$ cat config.mk
export PLATFORM = sky130hd
export DESIGN_NAME = rename_ctrl
export DESIGN_NICKNAME = d
export VERILOG_FILES = /design/src/rtl/rename_ctrl_pkg.sv /design/src/rtl/rename_ctrl_commit_ret_fifo.sv /design/src/rtl/rename_ctrl.sv
export SDC_FILE = /design/constraint.sdc
export NUM_CORES = 1
export LEC_CHECK = 0
export ABC_CLOCK_PERIOD_IN_PS = 4200
export CAP_MARGIN = 25
export CELL_PAD_IN_SITES_DETAIL_PLACEMENT = 0
export CELL_PAD_IN_SITES_GLOBAL_PLACEMENT = 1
export CORE_MARGIN = 2
export CORE_UTILIZATION = 41
export CTS_BUF_LIST = sky130_fd_sc_hd__clkbuf_4 sky130_fd_sc_hd__clkbuf_8 sky130_fd_sc_hd__clkbuf_16
export CTS_CLUSTER_DIAMETER = 60
export DETAILED_ROUTE_END_ITERATION = 10
export HOLD_SLACK_MARGIN = 0.03
export MAX_ROUTING_LAYER = met4
export PLACE_DENSITY_LB_ADDON = 0.25
export SETUP_SLACK_MARGIN = 0.4
export SLEW_MARGIN = 10
export SYNTH_ARGS = -nofsm -noshare
export SYNTH_HDL_FRONTEND = slang
export SYNTH_SLANG_ARGS = --single-unit
$ cat constraint.sdc
create_clock -name clk -period 4.2 [get_ports clk]
set_input_delay 0.42 -clock clk [delete_from_list [all_inputs] [get_ports clk]]
set_output_delay 0.42 -clock clk [all_outputs]
set_load 0.01 [all_outputs]
$ cat src/rtl/rename_ctrl_pkg.sv
// Shared types and widths for the rename dispatch controller.
// Contents: register address width, free-count width, the ARCH_REG
// dispatch payload and the controller state encoding.
package rename_ctrl_pkg;

    localparam int unsigned REG_ADDR_LEN = 5;
    localparam int unsigned FREE_CNT_W   = 6;

    // Architectural operands of one decoded instruction
    typedef struct packed {
        logic [REG_ADDR_LEN-1:0] src1;
        logic [REG_ADDR_LEN-1:0] src2;
        logic [REG_ADDR_LEN-1:0] dest;
    } ARCH_REG;

    typedef enum logic [1:0] {
        RUN   = 2'd0,
        STALL = 2'd1,
        DRAIN = 2'd2
    } rename_ctrl_state_e;

endpackage

$ cat src/rtl/rename_ctrl_commit_ret_fifo.sv
// commit_ret_fifo: 2-write / 1-read FIFO of physical register numbers.
// Ports:
//   clk, reset      clock, async active-high reset
//   wr_en[1:0]      per-lane write; lane 0 lands before lane 1
//   wr_data[1:0]    per-lane physical register
//   rd_en           pop the head (ignored when empty)
//   rd_data         head entry (undefined when empty)
//   empty, count    occupancy
// The caller must not write more entries than there are free slots.
module commit_ret_fifo
    import rename_ctrl_pkg::*;
#(
    parameter  int unsigned DEPTH = 4,
    localparam int unsigned PTR_W = $clog2(DEPTH),
    localparam int unsigned CNT_W = PTR_W + 1
) (
    input  logic                         clk,
    input  logic                         reset,
    input  logic [1:0]                   wr_en,
    input  logic [1:0][REG_ADDR_LEN-1:0] wr_data,
    input  logic                         rd_en,
    output logic [REG_ADDR_LEN-1:0]      rd_data,
    output logic                         empty,
    output logic [CNT_W-1:0]             count
);

    logic [REG_ADDR_LEN-1:0] mem [DEPTH];
    logic [PTR_W-1:0]        wr_ptr;
    logic [PTR_W-1:0]        rd_ptr;
    logic [PTR_W-1:0]        wr_ptr_lane1;
    logic                    do_pop;

    assign empty        = (count == '0);
    assign do_pop       = rd_en && !empty;
    assign rd_data      = mem[rd_ptr];
    // Lane 1 goes one slot further only if lane 0 also writes
    assign wr_ptr_lane1 = wr_ptr + PTR_W'(wr_en[0]);

    // Storage is not reset; the consumer only looks at it when non-empty
    always_ff @(posedge clk) begin
        if (wr_en[0]) mem[wr_ptr]       <= wr_data[0];
        if (wr_en[1]) mem[wr_ptr_lane1] <= wr_data[1];
    end

    always_ff @(posedge clk or posedge reset) begin
        if (reset) begin
            wr_ptr <= '0;
            rd_ptr <= '0;
            count  <= '0;
        end else begin
            wr_ptr <= wr_ptr + PTR_W'(wr_en[0]) + PTR_W'(wr_en[1]);
            if (do_pop) rd_ptr <= rd_ptr + PTR_W'(1);
            count  <= count + CNT_W'(wr_en[0]) + CNT_W'(wr_en[1]) - CNT_W'(do_pop);
        end
    end

endmodule

$ cat src/rtl/rename_ctrl.sv
// rename_ctrl: dispatch-side controller for the register renamer.
// Gates dispatch on free physical registers, merges two commit ports into
// the renamer's single return port via commit_ret_fifo, sequences flush drain.
// Ports:
//   clk, reset                 clock, async active-high reset
//   disp_valid/disp_arch       decoded instruction in; disp_ready accepts
//   cm_valid/cm_phys           two commit-return ports; cm_ready = 2 free slots
//   flush                      single-cycle mispredict flush
//   rn_assign_flag/rn_arch_reg registered dispatch to renamer, rs_valid alongside
//   rn_return_flag/rn_commit_phys_reg  FIFO head to renamer return port
//   free_cnt, err_overflow     free register count, sticky over-return flag
// Optional: define RENAME_CTRL_PERF_EN to add perf_stall_cyc / perf_disp_cnt.
module rename_ctrl
    import rename_ctrl_pkg::*;
#(
    parameter int unsigned FREE_INIT     = 31,
    parameter int unsigned CM_FIFO_DEPTH = 4
) (
    input  logic                         clk,
    input  logic                         reset,
    input  logic                         disp_valid,
    input  ARCH_REG                      disp_arch,
    output logic                         disp_ready,
    input  logic [1:0]                   cm_valid,
    input  logic [1:0][REG_ADDR_LEN-1:0] cm_phys,
    output logic                         cm_ready,
    input  logic                         flush,
    output logic                         rn_assign_flag,
    output logic                         rn_return_flag,
    output ARCH_REG                      rn_arch_reg,
    output logic [REG_ADDR_LEN-1:0]      rn_commit_phys_reg,
    output logic                         rs_valid,
    output logic [FREE_CNT_W-1:0]        free_cnt,
    output logic                         err_overflow
`ifdef RENAME_CTRL_PERF_EN
    ,
    output logic [31:0]                  perf_stall_cyc,
    output logic [31:0]                  perf_disp_cnt
`endif
);

    localparam int unsigned FIFO_CNT_W = $clog2(CM_FIFO_DEPTH) + 1;
    localparam int unsigned SUM_W      = FREE_CNT_W + 1;

    rename_ctrl_state_e state;
    rename_ctrl_state_e state_nxt;

    logic                    needs_dest;
    logic                    accept;
    logic                    alloc;
    logic                    pop;
    logic                    overflow;
    logic [1:0]              cm_wr_en;
    logic                    fifo_empty;
    logic [FIFO_CNT_W-1:0]   fifo_count;
    logic [REG_ADDR_LEN-1:0] fifo_head;
    logic [SUM_W-1:0]        free_sum;
    logic [FREE_CNT_W-1:0]   free_nxt;

    commit_ret_fifo #(.DEPTH(CM_FIFO_DEPTH)) u_fifo (
        .clk     (clk),
        .reset   (reset),
        .wr_en   (cm_wr_en),
        .wr_data (cm_phys),
        .rd_en   (1'b1),
        .rd_data (fifo_head),
        .empty   (fifo_empty),
        .count   (fifo_count)
    );

    // State register
    always_ff @(posedge clk or posedge reset) begin
        if (reset) state <= RUN;
        else       state <= state_nxt;
    end

    // Handshakes and free-count arithmetic; STALL implies free_cnt==0,
    // so only dest-writing instructions are held there
    always_comb begin
        needs_dest         = (disp_arch.dest != '0);
        disp_ready         = (state != DRAIN) && !flush && (!needs_dest || free_cnt != '0);
        accept             = disp_valid && disp_ready;
        alloc              = accept && needs_dest;
        pop                = !fifo_empty;
        cm_ready           = (fifo_count <= FIFO_CNT_W'(CM_FIFO_DEPTH - 2));
        cm_wr_en           = cm_ready ? cm_valid : 2'b00;
        rn_return_flag     = pop;
        rn_commit_phys_reg = fifo_empty ? '0 : fifo_head;
        free_sum           = SUM_W'(free_cnt) - SUM_W'(alloc) + SUM_W'(pop);
        overflow           = (free_sum > SUM_W'(FREE_INIT));
        free_nxt           = overflow ? FREE_CNT_W'(FREE_INIT) : free_sum[FREE_CNT_W-1:0];
    end

    // Next state; flush wins over everything
    always_comb begin
        state_nxt = state;
        if (flush) begin
            state_nxt = DRAIN;
        end else begin
            case (state)
                RUN:     if (free_nxt == '0) state_nxt = STALL;
                STALL:   if (free_nxt != '0) state_nxt = RUN;
                DRAIN:   if (fifo_empty && cm_valid == 2'b00) state_nxt = RUN;
                default: state_nxt = RUN;
            endcase
        end
    end

    // Registered renamer dispatch outputs and free-count bookkeeping
    always_ff @(posedge clk or posedge reset) begin
        if (reset) begin
            free_cnt       <= FREE_CNT_W'(FREE_INIT);
            err_overflow   <= 1'b0;
            rs_valid       <= 1'b0;
            rn_assign_flag <= 1'b0;
            rn_arch_reg    <= '0;
        end else begin
            free_cnt       <= free_nxt;
            rs_valid       <= accept;
            rn_assign_flag <= alloc;
            if (overflow) err_overflow <= 1'b1;
            if (accept)   rn_arch_reg  <= disp_arch;
        end
    end

`ifdef RENAME_CTRL_PERF_EN
    // Wrapping performance counters
    always_ff @(posedge clk or posedge reset) begin
        if (reset) begin
            perf_stall_cyc <= '0;
            perf_disp_cnt  <= '0;
        end else begin
            if (disp_valid && !disp_ready) perf_stall_cyc <= perf_stall_cyc + 32'd1;
            if (accept)                    perf_disp_cnt  <= perf_disp_cnt + 32'd1;
        end
    end
`endif

endmodule

==> run metrics <==
#FFs+latches synth 53; mux contribution to synthesized area 0.189; Synth Area in XOR/XNOR 0.0247; PD cells 651 mW/mm^2; largest net degree at the start of global routing 34; area taken by multi-input logic gates between 0.001 and 0.0015 sq mm; CP Launch Type input port; setup ws final about 750 ps; CORE AREA ~0.0068 sq mm; clk buf depth 2; syn_area_per_cell about 13 sq um; Hold WS roughly 500 ps; Critical path buffers and inverters 3; H-Tree Depth 2; Die W between 80 and 90 um; die area between 0.007 and 0.008 sq mm; Worst R2R Start free_cnt[5]; cts bufs inserted 5; Crit path depth 14; initial antenna violation count 0; Clock Latency Late Sink approximately 310 ps; unrepaired setup endpoints after global routing false; arrival time at the worst endpoint between 3000 and 4000 ps; FF-to-FF End state[0]; WL per Instance between 15 and 20 um; Min-Delay Path Class in2async; yosys warns 0; Antenna diodes 0; number of flip-flops in the largest register 20; Worst Path Required ~4400 ps; CP Capture Type flop; first-pass GRT wire length roughly 9 mm; total grt overflow 0; cells after synthesis approximately 210; vias approximately 1.9k; CTS Root Cell clkbuf_8; Worst VDD drop approximately 230 uV; Setup WS pre-CTS around 440 ps; Slew headroom 0.296; Util after Layout 0.537; Synth Area in Adders 0.0786; I/O pin count 63; GP Congestion about 0.8; final period utilization 0.820; Post-synth EDFFs 20; fin crit period roughly 3400 ps; DP Area ~0.0035 sq mm; CP Capture Point state[0]; Top delay family on crit path simple AND/OR/NAND/NOR gates; skew final about 5.8 ps; # clock sinks 53; Post-Route Setup TNS 0 ps; post-synthesis compound-gate area fraction 0.0552; CTS resizes 0; Overall Global Routing Usage 0.164; DRC viols 0; Detailed Routing Iterations Pass 1 4; IO Port Bufs 62; number of global-route vias before repair 1936; starting density of the core 0.419; Post-Syn Area 0.00283 sq mm; status finished clean; initial DRC count 58; Leakage roughly 1.5 nW; Detailed Route WL about 5.7 mm; nets@finish 325; CP Class in2reg; biggest cell delay along the critical path 580 ps; crit path max fanout 4; FP Rows 30; DP HPWL 4.15 mm; crit path cell chain clkdlybuf4s50_1 -> or4_1 -> nor2_4 -> o211ai_4 -> nor2_1 -> ha_1 -> inv_1 -> ha_1 -> inv_1 -> fa_1 -> nor2b_1 -> o211ai_1 -> a211oi_1 -> nor4b_1; ys flop type dfrtp_1; simple-gate share of the synthesized area 0.109; main combinational cell family by area after synthesis multiplexers; share of layout cells above drive strength 1 0.219; Setup-failing EPs final 0; Seq. cell area approximately 0.0014 sq mm; Fillers 587; max cap viols 0; reg-to-reg slack, setup slightly above 1000 ps; setup bufs post-CTS 0; max-slew violations 0; Syn Nets between 200 and 300; share of synthesized flip-flops with an asynchronous set or reset 0.623; start point of the critical path disp_arch[1]; Clk pin slew, worst setup/hold paths about 100 ps; post-route cell area about 0.0036 sq mm; die span in y ~87 um; vias per cell about 5; worst slew pin tran ~1000 ps; P&R area growth vs syn 28.1%; final hold violation count 0; post-synthesis sequential area ratio 0.506; TritonCTS clock tree yes; antenna-violating nets left 0; highest clock rate approximately 0.29 GHz; R2R depth 14; Yosys cell types 50; CP max stage cell or4_1; # hold bufs at CTS 0
==> worst register-to-register path: stages, from the launching register on <==
cell,delay (ps)
dfrtp_1,440
inv_1,140
ha_1,190
nand4_1,170
o211ai_4,210
nor2_1,80
ha_1,270
inv_1,60
ha_1,170
inv_1,60
fa_1,400
nor2b_1,190
o211ai_1,150
a211oi_1,430
nor4b_1,120
==> per-stage QoR <==
stage	instances	total power, mW
2_1_floorplan	213	1.61
3_3_place_gp	351	2.06
3_5_place_dp	351	2.08
4_1_cts	359	2.39
5_1_grt	359	2.54
6_report	359	2.36
==> report_power, final <==
group / total, mW / switching (mW) / internal, mW
combinational: 1.21 / 0.551 / 0.661
clock: 0.299 / 0.175 / 0.124
sequential: 0.853 / 0.112 / 0.741
==> worst min-delay path by stage <==
stage            startpoint               to
2_1_floorplan      state[0]         state[1]
3_3_place_gp   err_overflow     err_overflow
3_5_place_dp   err_overflow     err_overflow
4_1_cts        err_overflow     err_overflow
5_1_grt        err_overflow     err_overflow
6_report              reset  rn_arch_reg[14]
==> cell families (layout without fill, tap and decap cells) <==
logic type	after synthesis	count (layout)
AOI/OAI and AO/OA	20	20
other	1	1
buffers and inverters	25	91
xor gates and xnor gates	8	8
DFF	53	53
muxes	40	40
and+or+nand+nor	50	50
adders and majority gates	16	16
==> cell usage after synthesis (2+ instances only) <==
master    number  share of area
ha_1          13          0.057
edfxtp_1      20           0.21
clkbuf_1       4         0.0053
mux4_2         5          0.040
o21ai_0        4         0.0071
nand2_1        5         0.0066
xor2_1         2         0.0062
mux2_2        27           0.11
nand2b_1       4         0.0088
nand4_1        2         0.0044
mux2_4         8          0.042
dfrtp_1       28           0.25
or2_2          2         0.0044
inv_1         19          0.025
dfstp_2        5          0.046
nor3_1         2         0.0035
nor2_1         3         0.0040
or3_1          8          0.018
a211o_1        2         0.0062
and2_1         5          0.011
o21a_1         2         0.0053
a21oi_1        2         0.0035
fa_1           3          0.021
xnor2_1        6          0.019
nand3_1        7          0.012
==> cells in the final DEF (no fill, tap or decap), types with 3 or more instances in the layout <==
cell type	count
xnor2_1	6
or3_1	8
nor2_1	3
edfxtp_1	20
nand2_1	5
dfstp_2	5
nand3_1	7
mux4_2	5
o21ai_0	4
mux2_2	27
clkdlybuf4s50_1	62
dfrtp_1	28
ha_1	13
inv_1	19
fa_1	3
and2_1	5
nand2b_1	4
mux2_4	8
clkbuf_8	5
==> metal layers <==
| layer | routed length (um) | track usage |
|---|---|---|
| met2 | 2610 | 0.259 |
| met1 | 2680 | 0.216 |
| met3 | 307 | 0.0294 |
| met4 | 63 | 0.0503 |
| met5 | 0 | - |
==> cell type report <==
type | instances | share of cell area
multi-input combinational | 135 | 0.358
tap | 80 | 0.0276
sequential | 53 | 0.395
clock buffer | 6 | 0.0210
inverter | 19 | 0.0196
clock inverter | 2 | 0.00414
timing repair buffer | 64 | 0.175
No activity file was read; power rests on OpenSTA's default activity.
==> patch, RTL diff (same settings) <==
Add a define of `RENAME_CTRL_PERF_EN`.
--- a/src/rtl/rename_ctrl.sv
+++ b/src/rtl/rename_ctrl.sv
@@ -10,6 +10,8 @@
 //   rn_return_flag/rn_commit_phys_reg  FIFO head to renamer return port
 //   free_cnt, err_overflow     free register count, sticky over-return flag
 // Optional: define RENAME_CTRL_PERF_EN to add perf_stall_cyc / perf_disp_cnt.
+`define RENAME_CTRL_PERF_EN
+
 module rename_ctrl
     import rename_ctrl_pkg::*;
 #(
Check against the original RTL (old outputs only; new: perf_disp_cnt and perf_stall_cyc): equivalent (Yosys induction, for registers that start in step).
==> patch against the original RTL <==
Critical path depth grew 2; combinational power grew 7%; setup slack lost 68 ps; register-to-register slack lost 320 ps; sequential cell count grew 64; synthesized area grew 110%; design area grew 120%; critical endpoint unchanged; count of clock-buffer cells in the layout grew 22; power grew 76%; critical path type is now flip-flop to flip-flop; wire length grew 140%; sequential power grew 81%; sequential share of layout area shrank 0.75 points.
==> patch: results (changes against the original RTL) <==
{
  "cts": {
    "h-tree-depth": {"value": 4, "change": "was 2"},
    "cts_buffers": {"value": 17, "change": "was 5"},
    "ctsRootBufferMaster": {"value": "sky130_fd_sc_hd__clkbuf_16", "change": "was sky130_fd_sc_hd__clkbuf_8"},
    "worstSkewPairLatency": {"value": 410, "unit": "ps", "change": "was 310 ps"}
  },
  "yosys": {
    "yosys.area_share.xor_xnor": {"value": 0.109, "change": "was 0.0247"},
    "synth_adder_area_share": {"value": 0.0426, "change": "was 0.0786"},
    "synthCells": {"value": 512, "change": "was 213"},
    "synth_area_in_compound_gates": {"value": 0.0267, "change": "was 0.0552"},
    "most_area_consuming_cells_after_synthesis": {"value": "sky130_fd_sc_hd__dfrtp_1 (40%), sky130_fd_sc_hd__edfxtp_1 (10%), sky130_fd_sc_hd__xnor2_1 (7.1%)", "change": "was sky130_fd_sc_hd__dfrtp_1 (25%), sky130_fd_sc_hd__edfxtp_1 (21%), sky130_fd_sc_hd__mux2_2 (11%)"},
    "synth.yosys.seq_area_share": {"value": 0.522, "change": "was 0.506"}
  },
  "placed_design": {
    "portBuffers": {"value": 126, "change": "was 62"},
    "placedCellCount": {"value": 807, "change": "was 351"},
    "gp_routability_congestion": {"value": 0.844, "change": "was 0.777"}
  },
  "critical_path": {
    "arrival": {"value": 3810, "unit": "ps", "change": "was 3620 ps"},
    "cp_max_fo": {"value": 7, "change": "was 4"},
    "worst_path_largest_cell_delay": {"value": 540, "unit": "ps", "change": "was 580 ps"},
    "cp_top_family": {"value": "adder cells", "change": "was simple AND/OR/NAND/NOR gates"}
  },
  "routing": {
    "wire_per_inst": {"value": 16.1, "unit": "um", "change": "was 15.8 um"},
    "vias_per_cell": {"value": 5.14, "change": "was 5.15"},
    "postRouteWirelength": {"value": 13.5, "unit": "mm", "change": "was 5.66 mm"},
    "first_pass_iters": {"value": 6, "change": "was 4"},
    "drt_iter0_markers": {"value": 348, "change": "was 58"}
  },
  "power_and_ir_drop": {
    "irDropWorstVdd": {"value": 0.000355, "unit": "V", "change": "was 0.000227 V"},
    "leakage": {"value": 3.39, "unit": "nW", "change": "was 1.52 nW"}
  },
  "grt": {
    "global_route.usage.total": {"value": 0.194, "change": "was 0.164"},
    "grt_max_degree": {"value": 52, "change": "was 34"},
    "vias_in_the_first_global_route": {"value": 4219, "change": "was 1,936"}
  },
  "outcome": {
    "status": {"value": "completed", "change": "unchanged"}
  },
  "finish": {
    "count_of_fill_cells_added_during_filler_insertion": {"value": 1181, "change": "was 587"},
    "drive_above_1_share": {"value": 0.141, "change": "was 0.219"},
    "nets": {"value": 695, "change": "was 325"}
  }
}
[patch: cell types whose count changed after synthesis, moves of 7 or more]
| cell | unedited run | this run |
|---|---|---|
| sky130_fd_sc_hd__and3_1 | 1 | 13 |
| sky130_fd_sc_hd__mux2_4 | 8 | 0 |
| sky130_fd_sc_hd__dfrtp_1 | 28 | 92 |
| sky130_fd_sc_hd__nor3_2 | 0 | 10 |
| sky130_fd_sc_hd__nand3_1 | 7 | 25 |
| sky130_fd_sc_hd__xor2_1 | 2 | 25 |
| sky130_fd_sc_hd__and4_1 | 1 | 8 |
| sky130_fd_sc_hd__xnor2_1 | 6 | 47 |
| sky130_fd_sc_hd__nand4_1 | 2 | 28 |
| sky130_fd_sc_hd__nor2_1 | 3 | 10 |
| sky130_fd_sc_hd__nand2_1 | 5 | 80 |
[patch: how the worst min path moves through the flow]
stage | start | end | slack [ps] | depth (start not counted)
floorplan | state[0] | state[1] | 500 | 2
global route | perf_stall_cyc[29] | perf_stall_cyc[29] | 500 | 1
detailed placement | rn_arch_reg[0] | rn_arch_reg[0] | 460 | 2
global placement | rn_arch_reg[4] | rn_arch_reg[4] | 460 | 2
finish | reset | perf_stall_cyc[31] | 460 | 2
CTS | perf_stall_cyc[31] | perf_stall_cyc[31] | 470 | 1
[patch: cell families (layout without fill, tap and decap cells)]
group,count (synthesis),count (layout)
AO/OA/AOI/OAI,19,19
XOR/XNOR,72,72
adder cells (fa/ha/maj),18,18
buffers and inverters,39,186
flip-flops,117,117
multiplexers,26,26
other,1,2
AND/OR/NAND/NOR,220,220
[patch: cell type report]
type                       count  share of cell area
inverter                      23              0.0113
timing repair buffer         131               0.166
clock inverter                 4             0.00255
clock buffer                  28              0.0688
antenna                        1            0.000319
sequential                   117               0.387
tap                          180              0.0287
multi-input combinational    356               0.336
[patch: metrics by stage]
step / area, sq um / worst slack [ps] / hold slack [ps]
final: 7840 / 687 / 462
after global routing: 7840 / 404 / 499
after CTS: 7820 / 631 / 473
after detailed placement: 7260 / 394 / 463
after global placement: 7260 / 488 / 460
after floorplan: 5820 / 409 / 502
[patch: layer usage]
layer	vias to the layer above	routed length, um	track usage
li1	2057	-	-
met1	2113	6250	0.257
met2	128	6420	0.290
met3	19	641	0.0387
met4	0	237	0.0852
met5	-	0	-
[patch: where the power goes]
group          switching [mW]  internal, mW  total [mW]
combinational           0.614         0.671        1.29
clock                   0.475         0.866        1.34
sequential              0.158          1.38        1.54
total                    1.25          2.92        4.16
